**config.mk**
```make
export PLATFORM = sky130hd
export DESIGN_NAME = decode_stage
export DESIGN_NICKNAME = d
export VERILOG_FILES = /design/src/rtl/decode_stage.sv
export SDC_FILE = /design/constraint.sdc
export NUM_CORES = 1
export LEC_CHECK = 0
export ABC_AREA = 1
export BUFFER_PORTS_ARGS = -buffer_cell sky130_fd_sc_hd__buf_2
export CORE_MARGIN = 3
export CORE_UTILIZATION = 35
export CTS_CLUSTER_DIAMETER = 30
export CTS_CLUSTER_SIZE = 10
export DETAILED_ROUTE_END_ITERATION = 16
export PLACE_DENSITY_LB_ADDON = 0.15
export SYNTH_ARGS = -nofsm -noshare
export SYNTH_HDL_FRONTEND = slang
export SYNTH_SLANG_ARGS = --single-unit
```
**constraint.sdc**
```tcl
create_clock -name clk -period 2.02 [get_ports clk]
set_input_delay 0.404 -clock clk [delete_from_list [all_inputs] [get_ports clk]]
set_output_delay 0.404 -clock clk [all_outputs]
set_load 0.005 [all_outputs]
```
**src/rtl/decode_stage.sv**
```systemverilog
// RISC-V decode stage: field extraction, immediate generation and illegal-encoding detection behind a two-entry skid buffer.
// Optional M-extension acceptance is enabled by defining BRISCV_M_EXT_EN.
module decode_stage #(
  parameter int XLEN = 32,
  parameter int PC_W = 32
) (
  input  logic            clk,
  input  logic            rst,
  input  logic            in_valid,
  output logic            in_ready,
  input  logic [31:0]     in_instr,
  input  logic [PC_W-1:0] in_pc,
  input  logic            flush,
  output logic            out_valid,
  input  logic            out_ready,
  output logic [PC_W-1:0] out_pc,
  output logic [6:0]      out_opcode,
  output logic [4:0]      out_rd,
  output logic [4:0]      out_rs1,
  output logic [4:0]      out_rs2,
  output logic [2:0]      out_funct3,
  output logic [6:0]      out_funct7,
  output logic [XLEN-1:0] out_imm,
  output logic [2:0]      out_fmt,
  output logic            out_rs1_en,
  output logic            out_rs2_en,
  output logic            out_rd_we,
  output logic            out_illegal
);

  localparam logic [6:0] OPC_LUI      = 7'b0110111;
  localparam logic [6:0] OPC_AUIPC    = 7'b0010111;
  localparam logic [6:0] OPC_JAL      = 7'b1101111;
  localparam logic [6:0] OPC_JALR     = 7'b1100111;
  localparam logic [6:0] OPC_BRANCH   = 7'b1100011;
  localparam logic [6:0] OPC_LOAD     = 7'b0000011;
  localparam logic [6:0] OPC_STORE    = 7'b0100011;
  localparam logic [6:0] OPC_OP_IMM   = 7'b0010011;
  localparam logic [6:0] OPC_OP       = 7'b0110011;
  localparam logic [6:0] OPC_MISC_MEM = 7'b0001111;
  localparam logic [6:0] OPC_SYSTEM   = 7'b1110011;
  localparam logic [6:0] OPC_OP_IMM32 = 7'b0011011;
  localparam logic [6:0] OPC_OP32     = 7'b0111011;

  localparam logic [2:0] FMT_R = 3'd0, FMT_I = 3'd1, FMT_S = 3'd2, FMT_B = 3'd3,
                         FMT_U = 3'd4, FMT_J = 3'd5, FMT_ILL = 3'd7;

  typedef struct packed {
    logic [PC_W-1:0] pc;
    logic [6:0]      opcode;
    logic [4:0]      rd;
    logic [4:0]      rs1;
    logic [4:0]      rs2;
    logic [2:0]      funct3;
    logic [6:0]      funct7;
    logic [XLEN-1:0] imm;
    logic [2:0]      fmt;
    logic            rs1_en;
    logic            rs2_en;
    logic            rd_we;
    logic            illegal;
  } beat_t;

  beat_t dec;
  beat_t out_q, out_d, skid_q, skid_d;
  logic  out_valid_q, out_valid_d, skid_valid_q, skid_valid_d;

  logic [2:0]        fmt_raw;
  logic              bad;
  logic              m_op, m_op32;
  logic signed [31:0] imm32;

  always_comb begin
    dec        = '0;
    fmt_raw    = FMT_ILL;
    bad        = 1'b0;
    imm32      = '0;
    dec.pc     = in_pc;
    dec.opcode = in_instr[6:0];
    dec.rd     = in_instr[11:7];
    dec.rs1    = in_instr[19:15];
    dec.rs2    = in_instr[24:20];
    dec.funct3 = in_instr[14:12];
    dec.funct7 = in_instr[31:25];

`ifdef BRISCV_M_EXT_EN
    m_op   = (dec.funct7 == 7'h01);
    m_op32 = (dec.funct7 == 7'h01) && ((dec.funct3 == 3'b000) || dec.funct3[2]);
`else
    m_op   = 1'b0;
    m_op32 = 1'b0;
`endif

    case (dec.opcode)
      OPC_LUI, OPC_AUIPC:       fmt_raw = FMT_U;
      OPC_JAL:                  fmt_raw = FMT_J;
      OPC_MISC_MEM, OPC_SYSTEM: fmt_raw = FMT_I;
      OPC_JALR: begin
        fmt_raw = FMT_I;
        bad     = (dec.funct3 != 3'b000);
      end
      OPC_BRANCH: begin
        fmt_raw = FMT_B;
        bad     = (dec.funct3[2:1] == 2'b01);
      end
      OPC_LOAD: begin
        fmt_raw = FMT_I;
        bad     = (dec.funct3 == 3'b111) ||
                  ((XLEN == 32) && ((dec.funct3 == 3'b011) || (dec.funct3 == 3'b110)));
      end
      OPC_STORE: begin
        fmt_raw = FMT_S;
        bad     = dec.funct3[2] || ((XLEN == 32) && (dec.funct3 == 3'b011));
      end
      OPC_OP_IMM: begin
        fmt_raw = FMT_I;
        // RV64 shamt takes bit 25, so only instr[31:26] qualifies the shift kind there
        if (dec.funct3[1:0] == 2'b01) begin
          if (XLEN == 32)
            bad = !((dec.funct7 == 7'h00) || (dec.funct7 == 7'h20));
          else
            bad = !((in_instr[31:26] == 6'h00) || (in_instr[31:26] == 6'h10));
        end
      end
      OPC_OP: begin
        fmt_raw = FMT_R;
        bad     = ((dec.funct7 == 7'h20) && !((dec.funct3 == 3'b000) || (dec.funct3 == 3'b101))) ||
                  !((dec.funct7 == 7'h00) || (dec.funct7 == 7'h20) || m_op);
      end
      OPC_OP_IMM32: begin
        if (XLEN == 64) begin
          fmt_raw = FMT_I;
          if (dec.funct3[1:0] == 2'b01)
            bad = !((dec.funct7 == 7'h00) || (dec.funct7 == 7'h20));
        end
      end
      OPC_OP32: begin
        if (XLEN == 64) begin
          fmt_raw = FMT_R;
          bad     = ((dec.funct7 == 7'h20) && !((dec.funct3 == 3'b000) || (dec.funct3 == 3'b101))) ||
                    !((dec.funct7 == 7'h00) || (dec.funct7 == 7'h20) || m_op32);
        end
      end
      default: fmt_raw = FMT_ILL;
    endcase

    dec.illegal = (fmt_raw == FMT_ILL) || bad || (in_instr[1:0] != 2'b11);
    dec.fmt     = dec.illegal ? FMT_ILL : fmt_raw;

    case (dec.fmt)
      FMT_I: imm32 = {{20{in_instr[31]}}, in_instr[31:20]};
      FMT_S: imm32 = {{20{in_instr[31]}}, in_instr[31:25], in_instr[11:7]};
      FMT_B: imm32 = {{20{in_instr[31]}}, in_instr[7], in_instr[30:25], in_instr[11:8], 1'b0};
      FMT_U: imm32 = {in_instr[31:12], 12'b0};
      FMT_J: imm32 = {{12{in_instr[31]}}, in_instr[19:12], in_instr[20], in_instr[30:21], 1'b0};
      default: imm32 = '0;
    endcase
    dec.imm = XLEN'(imm32);

    dec.rs1_en = (dec.fmt == FMT_R) || (dec.fmt == FMT_I) || (dec.fmt == FMT_S) || (dec.fmt == FMT_B);
    dec.rs2_en = (dec.fmt == FMT_R) || (dec.fmt == FMT_S) || (dec.fmt == FMT_B);
    dec.rd_we  = ((dec.fmt == FMT_R) || (dec.fmt == FMT_I) || (dec.fmt == FMT_U) || (dec.fmt == FMT_J)) &&
                 (dec.rd != 5'd0) &&
                 !((dec.opcode == OPC_SYSTEM) && (dec.funct3 == 3'b000));
  end

  logic accept;
  assign in_ready = !rst && !skid_valid_q;
  assign accept   = in_valid && in_ready && !flush;

  always_comb begin
    out_d        = out_q;
    out_valid_d  = out_valid_q;
    skid_d       = skid_q;
    skid_valid_d = skid_valid_q;
    if (flush) begin
      out_valid_d  = 1'b0;
      skid_valid_d = 1'b0;
    end else if (!out_valid_q || out_ready) begin
      // output register is free this edge: refill from skid first to keep order
      if (skid_valid_q) begin
        out_d        = skid_q;
        out_valid_d  = 1'b1;
        skid_valid_d = 1'b0;
      end else if (accept) begin
        out_d       = dec;
        out_valid_d = 1'b1;
      end else begin
        out_valid_d = 1'b0;
      end
    end else if (accept) begin
      skid_d       = dec;
      skid_valid_d = 1'b1;
    end
  end

  always_ff @(posedge clk) begin
    if (rst) begin
      out_q        <= '0;
      out_valid_q  <= 1'b0;
      skid_q       <= '0;
      skid_valid_q <= 1'b0;
    end else begin
      out_q        <= out_d;
      out_valid_q  <= out_valid_d;
      skid_q       <= skid_d;
      skid_valid_q <= skid_valid_d;
    end
  end

  assign out_valid   = out_valid_q;
  assign out_pc      = out_q.pc;
  assign out_opcode  = out_q.opcode;
  assign out_rd      = out_q.rd;
  assign out_rs1     = out_q.rs1;
  assign out_rs2     = out_q.rs2;
  assign out_funct3  = out_q.funct3;
  assign out_funct7  = out_q.funct7;
  assign out_imm     = out_q.imm;
  assign out_fmt     = out_q.fmt;
  assign out_rs1_en  = out_q.rs1_en;
  assign out_rs2_en  = out_q.rs2_en;
  assign out_rd_we   = out_q.rd_we;
  assign out_illegal = out_q.illegal;

endmodule

```
---- Word-level counts from Yosys, hierarchy flattened ----
Index checks and enable logic that the tools add are counted.
storage, ports and cells
  bits in registers ....................... 208
  input port bits ......................... 69
  word-level logic and storage cells ...... 106
operators by class
  equality and inequality tests ........... 25
  multiplexer cells ....................... 9
  bitwise logic cells ..................... 2
  reductions and logical operators ........ 42
operators by type and width
  operator                                              count
  2-to-1 mux 103 bit                                    2
  one-hot mux 32 bit (5 select lines)                   1
  equality test 7 x 6 -> 1 bit (second input constant)  4
  equality test 7 bit (second input constant)           4
  equality test 3 bit (second input constant)           6
  one-hot mux 3 bit (6 select lines)                    1
  logical OR 1 bit                                      16
  equality test 7 x 5 -> 1 bit (second input constant)  2
  equality test 3 x 2 -> 1 bit (second input constant)  3
  equality test 7 x 2 -> 1 bit (second input constant)  1
  equality test 7 x 4 -> 1 bit (second input constant)  1
  logical AND 1 bit                                     7
  logical NOT 1 bit                                     7
  logical NOT 7 bit                                     1
  logical NOT 3 bit                                     2
  one-hot mux 1 bit (6 select lines)                    1
  AND reduction 3 bit                                   2
  nonzero test 5 bit                                    1
  OR reduction 5 bit                                    1
  equality test 2 x 1 -> 1 bit (second input constant)  2
  OR reduction 2 bit                                    2
  equality test 3 x 1 -> 1 bit (second input constant)  1
  2-to-1 mux 1 bit                                      3
  2-to-1 mux 3 bit                                      1
  5 further kinds                                       6

---- Longest topological paths before layout ----
Gate-level depths: netlist (run 1).
  depth in word-level cells ............... 17
  depth in mapped cells ................... 16
  mapped depth without buffers ............ 15

---- Worst setup path after synthesis (run 1) ----
OpenSTA, ideal clock, no wires.
  path type ............................... input-to-reg
  start ................................... input in_instr[31]
  end ..................................... register out_q, in the netlist out_imm[29]
  library setup time ...................... 0.070 ns
  arrival time ............................ 1.941 ns
  setup slack ............................. 0.008 ns
  cell stages on the path ................. 15
  path buffers ............................ 2
  cells stage by stage .................... buf_6 > nor2_1 > nand3_1 > inv_1 > nand2_1 > nand2_2 > nand2_1 > nor2_1 > nand3_4 > nor2_4 > nand3_4 > buf_6 > nand3_1 > o21ai_1 > a21oi_1
between the ends
  longest elaborated chain between the ends .. 12
  elaborated cells on any way between the ends .. 19
  classes of those cells .................. 6 x eq/ne; 6 x mux; 7 x reduce/logical
ends and longest elaborated chain
  what                                                               line           source
  from (decl)                                                        11             input logic [31:0] in_instr,
  equality test 7 x 6 -> 1 bit or logical NOT 7 bit (tied branches)  120, 127, 128
  logical OR 1 bit                                                   120, 128
  logical NOT 1 bit                                                  120, 128
  2-to-1 mux 1 bit or logical OR 1 bit (tied branches)               118, 127
  one-hot mux 1 bit (6 select lines)                                 94             case (dec.opcode)
  logical OR 1 bit (2 in a row)                                      147            dec.illegal = (fmt_raw == FMT_ILL) || bad || (in_instr[1:0] != 2'b11);
  2-to-1 mux 3 bit                                                   148            dec.fmt = dec.illegal ? FMT_ILL : fmt_raw;
  equality test 3 bit, or another cell as far along                  150            case (dec.fmt)
  one-hot mux 32 bit (5 select lines) *                              150
  2-to-1 mux 103 bit *                                               185            end else if (accept) begin
  2-to-1 mux 103 bit *                                               181            if (skid_valid_q) begin
  to (signal assigned)                                               204            out_q <= out_d;
  to (decl)                                                          65             beat_t out_q, out_d, skid_q, skid_d;
Mark *: on every way between the ends. The rest lies on a longest branch, timed or not. The select of a mux whose other input is x is not followed.
A chain may end at the register's enable or synchronous reset.

---- Final worst setup path (run 1) ----
  start ................................... input in_instr[1]
  end ..................................... register out_q, in the netlist out_imm[0]
between the ends
  longest elaborated chain between the ends .. 11
  elaborated cells on any way between the ends .. 28
  classes of those cells .................. 18 x eq/ne; 6 x mux; 4 x reduce/logical
ends and longest elaborated chain
  what                                                                line
  equality test 7 bit, or another cell as far along                   94
  OR reduction 5 bit (no line) or OR reduction 2 bit (tied branches)  --
  one-hot mux 3 bit (6 select lines)                                  94
  equality test 3 bit                                                 147
  logical OR 1 bit (2 in a row)                                       147
  2-to-1 mux 3 bit *                                                  148
  equality test 3 bit, or another cell as far along                   150
  one-hot mux 32 bit (5 select lines) *                               150
  2-to-1 mux 103 bit *                                                185
  2-to-1 mux 103 bit *                                                181
Marks and branches as above.

==> flow_summary.ini, run 1 <==
[outcome]
status = finished, final reports clean

[synthesis]
ys_warn_count = 0
syn_area_um2 = 8910
synth_common_cells = nand2_1, dfxtp_1, o21ai_0
synthFlopType = dfxtp_1
netlist.area_leader.share_pct = 46.7
synth_seq_cells = 208
synth_edf_count = 0
synth.most_common_cell = nand2_1
yosysUniqueCellTypes = 31
ys_seq_area_share_pct = 46.7
synth_top_cell_by_area = dfxtp_1
netlist_instances = 1236
async_reset_ff_share_pct = 0
synth.area.top_cells = dfxtp_1, o21ai_0, nand2_1, nor2_1, a21oi_1
syn_area_per_cell_um2 = 7.21
syn_nets = 1305

[timing]
tightest_slew_ps = 597
layout_min_cycle_time_ps = 1870
max_freq_mhz = 534
setup_viol = 0
finalClockSkew_ps = 14.0
worst_slack_ps = 148
whs_ps = 155
finalHoldViolCount = 0
rsz0062_at_grt = false
period_share_pct = 92.7
drv_slew = 0
slew_headroom_pct = 59.7

[global_routing]
grt_max_degree = 83
grt_pass1_wl_mm = 44.3
overflow = 0
gr-usage-all-layers_pct = 20.1
grt_pass1_vias = 8467
antenna_found_initial = 1

[place]
placement.setup.worst_slack_ps = -462
io_buffers = 173
place_inst = 1721
dpl_cell_area_um2 = 10600
gp_congestion = 0.847
hpwl_mm = 18.2

[floorplan]
io_pins = 174
die_h_um = 166
initial_core_util_pct = 36.1
floorplan.die_area_um2 = 27400
fp.coreArea_um2 = 24700
rows = 57
die_w_um = 166

[detailed_routing]
avgViaCountPerCell = 4.92
routedWlPerCell_um = 15.3
drt-total-wl_mm = 27.8
drc = 0
vias = 8908
firstDrtPassIters = 5
ant_nets = 0
drt_iter0_markers = 676

[min_path]
holdPathEnd = out_pc[27]
hold_path_depth = 3
hold_class = input port to register
worstHoldStart = in_pc[27]

[cts]
cts_buffer_depth = 3
clkLatencyLatePin_ps = 520
clk_pin_slew_worst_paths_ps = 50
cts_buffers = 47
cts.htree.levels = 2
cts_tree = yes
cts.sinks = 208
cts_root_buffer = clkbuf_16

[pwr]
p_clk_share_pct = 60.7
ir_drop_mv = 0.513
p_leak_nw = 5.76
p_seq_share_pct = 34.2
sw_frac_of_total_pct = 22.4
p_switching_mw = 2.77
powerDensity_nw_per_um2 = 1010
p_comb_share_pct = 5.1
intPower_mw = 9.58

[job]
cap_violations = 0

[critical_path]
worstPathArrival_ps = 2320
worst_path_max_delay_cell = o21ai_0
start_kind = input port
reg2reg_depth = 10
max_stage_delay_ps = 310
rr_endpoint = skid_q[73]
crit_fanout = 6
path_cells = buf_2 -> nand2_2 -> inv_1 -> nand2_1 -> nor2_1 -> nor2_1 -> nand3_4 -> nand4_1 -> buf_4 -> nand3_1 -> o21ai_0 -> o21ai_0 -> a21oi_1
r2r-start = out_valid
worstPathRequired_ps = 2470
critical_path_class = input port to register
r2r_slack_ps = 340
end_kind = register

[layout]
fin_nets = 1515
area_growth_pct = 37.4
post-route-util_pct = 49.6
stdcell_count = 1810
final_area_um2 = 12200
layout-drive-gt1-share_pct = 25.3
layout make-up:
class / count / area, µm²
fill: 2531 / 12400
sequential: 208 / 4170
multi-input combinational: 840 / 4030
timing repair buffer: 255 / 1680
clock buffer: 62 / 1330
tap: 324 / 405
inverter: 94 / 357
clock inverter: 26 / 268
antenna: 1 / 2.50
power by group through the flow:
stage | clock network (mW) | registers, mW | logic, mW
6_report | 7.50 | 4.22 | 0.630
5_1_grt | 7.88 | 4.23 | 0.708
4_1_cts | 7.65 | 4.22 | 0.634
3_5_place_dp | 0 | 4.30 | 0.630
3_3_place_gp | 0 | 4.30 | 0.630
2_1_floorplan | 0 | 4.30 | 0.292
logic make-up (layout without fill, tap and decap cells):
logic type,Yosys count,count (layout),share of synthesized area (%)
DFF,208,208,46.7
AOI/OAI and AO/OA,400,400,23.8
and+or+nand+nor,440,440,21.2
other,0,1,0
buffers and inverters,188,437,8.27
what timing repair did:
action | CTS | global route
hold endpoints to repair | 0 | 0
resized for setup | 0 | 4
endpoints found under the setup margin | 0 | 17
hold buffers | 0 | 0
buffers inserted | 0 | 0
routing by layer:
metal / global-route usage, % / up-vias / wire (µm)
li1: - / 4557 / -
met1: 26.6 / 4069 / 12700
met2: 32.7 / 243 / 12700
met3: 4.07 / 39 / 1640
met4: 6.77 / 0 / 685
met5: 0 / - / 0
placed cells by master, fill, tap and decap left out, types with 5 or more instances in the layout:
master       n
o21ai_1     19
buf_4       66
clkinv_2    15
a21oi_1    112
inv_1       87
nand4_1      5
dfxtp_1    207
nor2_1     153
buf_12      16
clkbuf_16   48
clkbuf_1     6
a31oi_1     64
nand3_2     10
nand3_1     30
nand2_1    220
o211ai_1    11
o21ai_0    187
nand2_2      7
buf_2      173
clkbuf_8     8
state kept, by name, summed over array words and instances (netlist names), 5 cells and up:
signal,cells
out_pc,32
out_funct7,7
skid_q,103
out_rs1,5
out_opcode,7
out_imm,32
out_rs2,5
out_rd,5
per-stage QoR:
stage | TNS (ps) | total power, mW
5_1_grt | 0 | 12.8
6_report | 0 | 12.4
3_3_place_gp | -21440 | 4.93
3_5_place_dp | -23820 | 4.93
4_1_cts | 0 | 12.5
2_1_floorplan | 0 | 4.59
critical path, delay by kind of cell:
family / cells / cell delay [ps]
AO/OA/AOI/OAI: 3 / 570
buffers and inverters: 3 / 330
AND/OR/NAND/NOR: 7 / 1020
how the worst max path moves through the flow:
| stage | startpoint | endpoint | slack, ps | cells past startpoint |
|---|---|---|---|---|
| floorplan | in_instr[31] | out_imm[29] | 8 | 15 |
| global placement | in_instr[1] | out_imm[0] | -410 | 13 |
| detailed placement | in_instr[1] | out_imm[12] | -460 | 14 |
| CTS | in_instr[1] | out_imm[12] | 80 | 14 |
| global route | in_instr[1] | out_imm[7] | 6 | 16 |
| finish | in_instr[1] | out_imm[0] | 150 | 13 |
Power figures use the tool's default switching activity.
==> run 2, diff against run 1 <==
--- a/config.mk
+++ b/config.mk
@@ -7,6 +7,8 @@
 export LEC_CHECK = 0
 export ABC_AREA = 1
 export BUFFER_PORTS_ARGS = -buffer_cell sky130_fd_sc_hd__buf_2
+export CELL_PAD_IN_SITES_DETAIL_PLACEMENT = 0
+export CELL_PAD_IN_SITES_GLOBAL_PLACEMENT = 1
 export CORE_MARGIN = 3
 export CORE_UTILIZATION = 35
 export CTS_CLUSTER_DIAMETER = 30
==> run 2 against run 1 <==
Largest cell class unchanged. Flip-flop and latch count is the same. Power grew 6.9%. Via count is 0.45% higher. Critical endpoint is now out_imm[19]. Critical path type unchanged. First-iteration DRC count fell by 24%. Global-route usage up 0.30 points. Sequential share of layout area is 0.44 points lower. Cell area is 1.3% higher. Wire length increased by 2.4%.
==> flow_summary.ini, run 2 (same netlist as run 1, synthesis figures left out) <==
[timing]
max_freq_mhz = 555
slew_headroom_pct = 51.1
layout_min_cycle_time_ps = 1800
finalHoldViolCount = 0
rsz0062_at_grt = false
period_share_pct = 89.2
tightest_slew_ps = 734
drv_slew = 0
setup_viol = 0
whs_ps = 150
finalClockSkew_ps = 17.4

[critical_path]
cp_top_family = simple AND/OR/NAND/NOR gates
critPathBufInv = 4
worst_path_max_delay_cell = nand4_1
path_cells = buf_2 -> inv_1 -> nand2_1 -> nor2_1 -> nand2_2 -> nand2_8 -> inv_2 -> nand3_4 -> nand4_1 -> nand4_2 -> buf_12 -> nand3_1 -> o21ai_1 -> a21oi_1
critical_path_class = input port to register
end_kind = register
max_stage_delay_ps = 200
worstPathRequired_ps = 2400
crit_start = in_instr[3]
start_kind = input port
worstPathArrival_ps = 2180
crit_fanout = 15
r2r-start = out_valid

[floorplan]
initial_core_util_pct = 36.1
die_w_um = 166
floorplan.die_area_um2 = 27400
fp.coreArea_um2 = 24700
rows = 57
io_pins = 174
die_h_um = 166

[detailed_routing]
routedWlPerCell_um = 15.7
drt-total-wl_mm = 28.4
ant_nets = 0
drc = 0
drt_iter0_markers = 513
avgViaCountPerCell = 4.94
firstDrtPassIters = 5
vias = 8948

[pwr]
sw_frac_of_total_pct = 21.7
p_clk_share_pct = 63.3
ir_drop_mv = 0.616
intPower_mw = 10.3
powerDensity_nw_per_um2 = 1060
p_switching_mw = 2.87
p_seq_share_pct = 32.0
p_leak_nw = 5.84
p_comb_share_pct = 4.7

[cts]
holdBufCountCts = 0
cts.sinks = 208
clk_pin_slew_worst_paths_ps = 40
cts_buffer_depth = 3
cts_tree = yes
cts_root_buffer = clkbuf_16
clkLatencyLatePin_ps = 540
cts_buffers = 53
cts.htree.levels = 2

[layout]
layout-drive-gt1-share_pct = 25.5
stdcell_count = 1812
n_antenna_cell = 0
area_growth_pct = 39.2
max_flop_register = skid_q
largest_reg_flops = 103
fin_nets = 1515
final_cell_mix = nand2_1, dfxtp_1, o21ai_0, buf_2, nor2_1
final_area_um2 = 12400
mostFrequentLayoutCell = nand2_1

[place]
hpwl_mm = 17.8
place_inst = 1713
gp_congestion = 0.852
io_buffers = 173
dpl_cell_area_um2 = 10600

[global_routing]
overflow = 0
grt_pass1_vias = 8604
antenna_found_initial = 0
grt_pass1_wl_mm = 44.9
gr-usage-all-layers_pct = 20.4
grt_max_degree = 108

[job]
cap_violations = 0

[min_path]
worstHoldStart = in_pc[10]
hold_class = input port to register

[outcome]
status = finished, final reports clean
==> run 2: what timing repair did <==
action | in CTS | in global routing
setup buffers | 0 | 2
gates resized for setup | 0 | 8
endpoints found under the hold margin | 0 | 0
endpoints found under the setup margin | 0 | 53
==> run 2: worst register-to-register path, cell delays in order (launching register included) <==
cell and delay [ps]:
dfxtp_1 320, inv_1 40, nor2_1 150, inv_1 90, nor2_1 170, nand3_4 110
clkinv_2 230, buf_12 250, o21ai_0 110, a21oi_1 150
==> run 2: stage by stage <==
stage | utilization [%] | TNS [ps] | setup WS (ps) | total power [mW]
floorplan | - | 0 | 8.47 | 4.59
global placement | 42.8 | -23840 | -418 | 4.92
detailed placement | 42.8 | -25850 | -462 | 4.92
CTS | 50.1 | 0 | 94.2 | 13.4
global route | 50.3 | 0 | 10.7 | 13.7
finish | 50.3 | 0 | 218 | 13.2
==> run 2: layer usage <==
layer	share of wire, %	global-route usage [%]	wire [µm]
met3	5.8	4.34	1650
met4	2.1	5.86	597
met1	45	25.5	12800
met5	0	0	0
met2	47	35.2	13400
==> run 2: path summary, 6_finish.rpt <==
kind / end / slack, ps / cells past startpoint
max: out_imm[19] / 220 / 14
min: out_pc[10] / 150 / 3
max reg2reg: skid_q[62] / 330 / 9
min reg2reg: out_imm[16] / 460 / 2
==> run 2: cell type report <==
| cell class | count | area (µm²) |
|---|---|---|
| repair buffers | 249 | 1620 |
| inverters | 94 | 357 |
| flip-flops and latches | 208 | 4170 |
| clock buffers | 72 | 1500 |
| clock inverters | 25 | 305 |
| well taps | 324 | 405 |
| fillers | 2533 | 12300 |
| multi-input cells | 840 | 4050 |
==> run 2: power groups by stage <==
stage	Combinational [mW]	Clock [mW]	Sequential, mW
floorplan	0.292	0	4.30
global placement	0.623	0	4.30
detailed placement	0.622	0	4.30
CTS	0.626	8.51	4.23
global route	0.698	8.74	4.23
finish	0.620	8.36	4.23
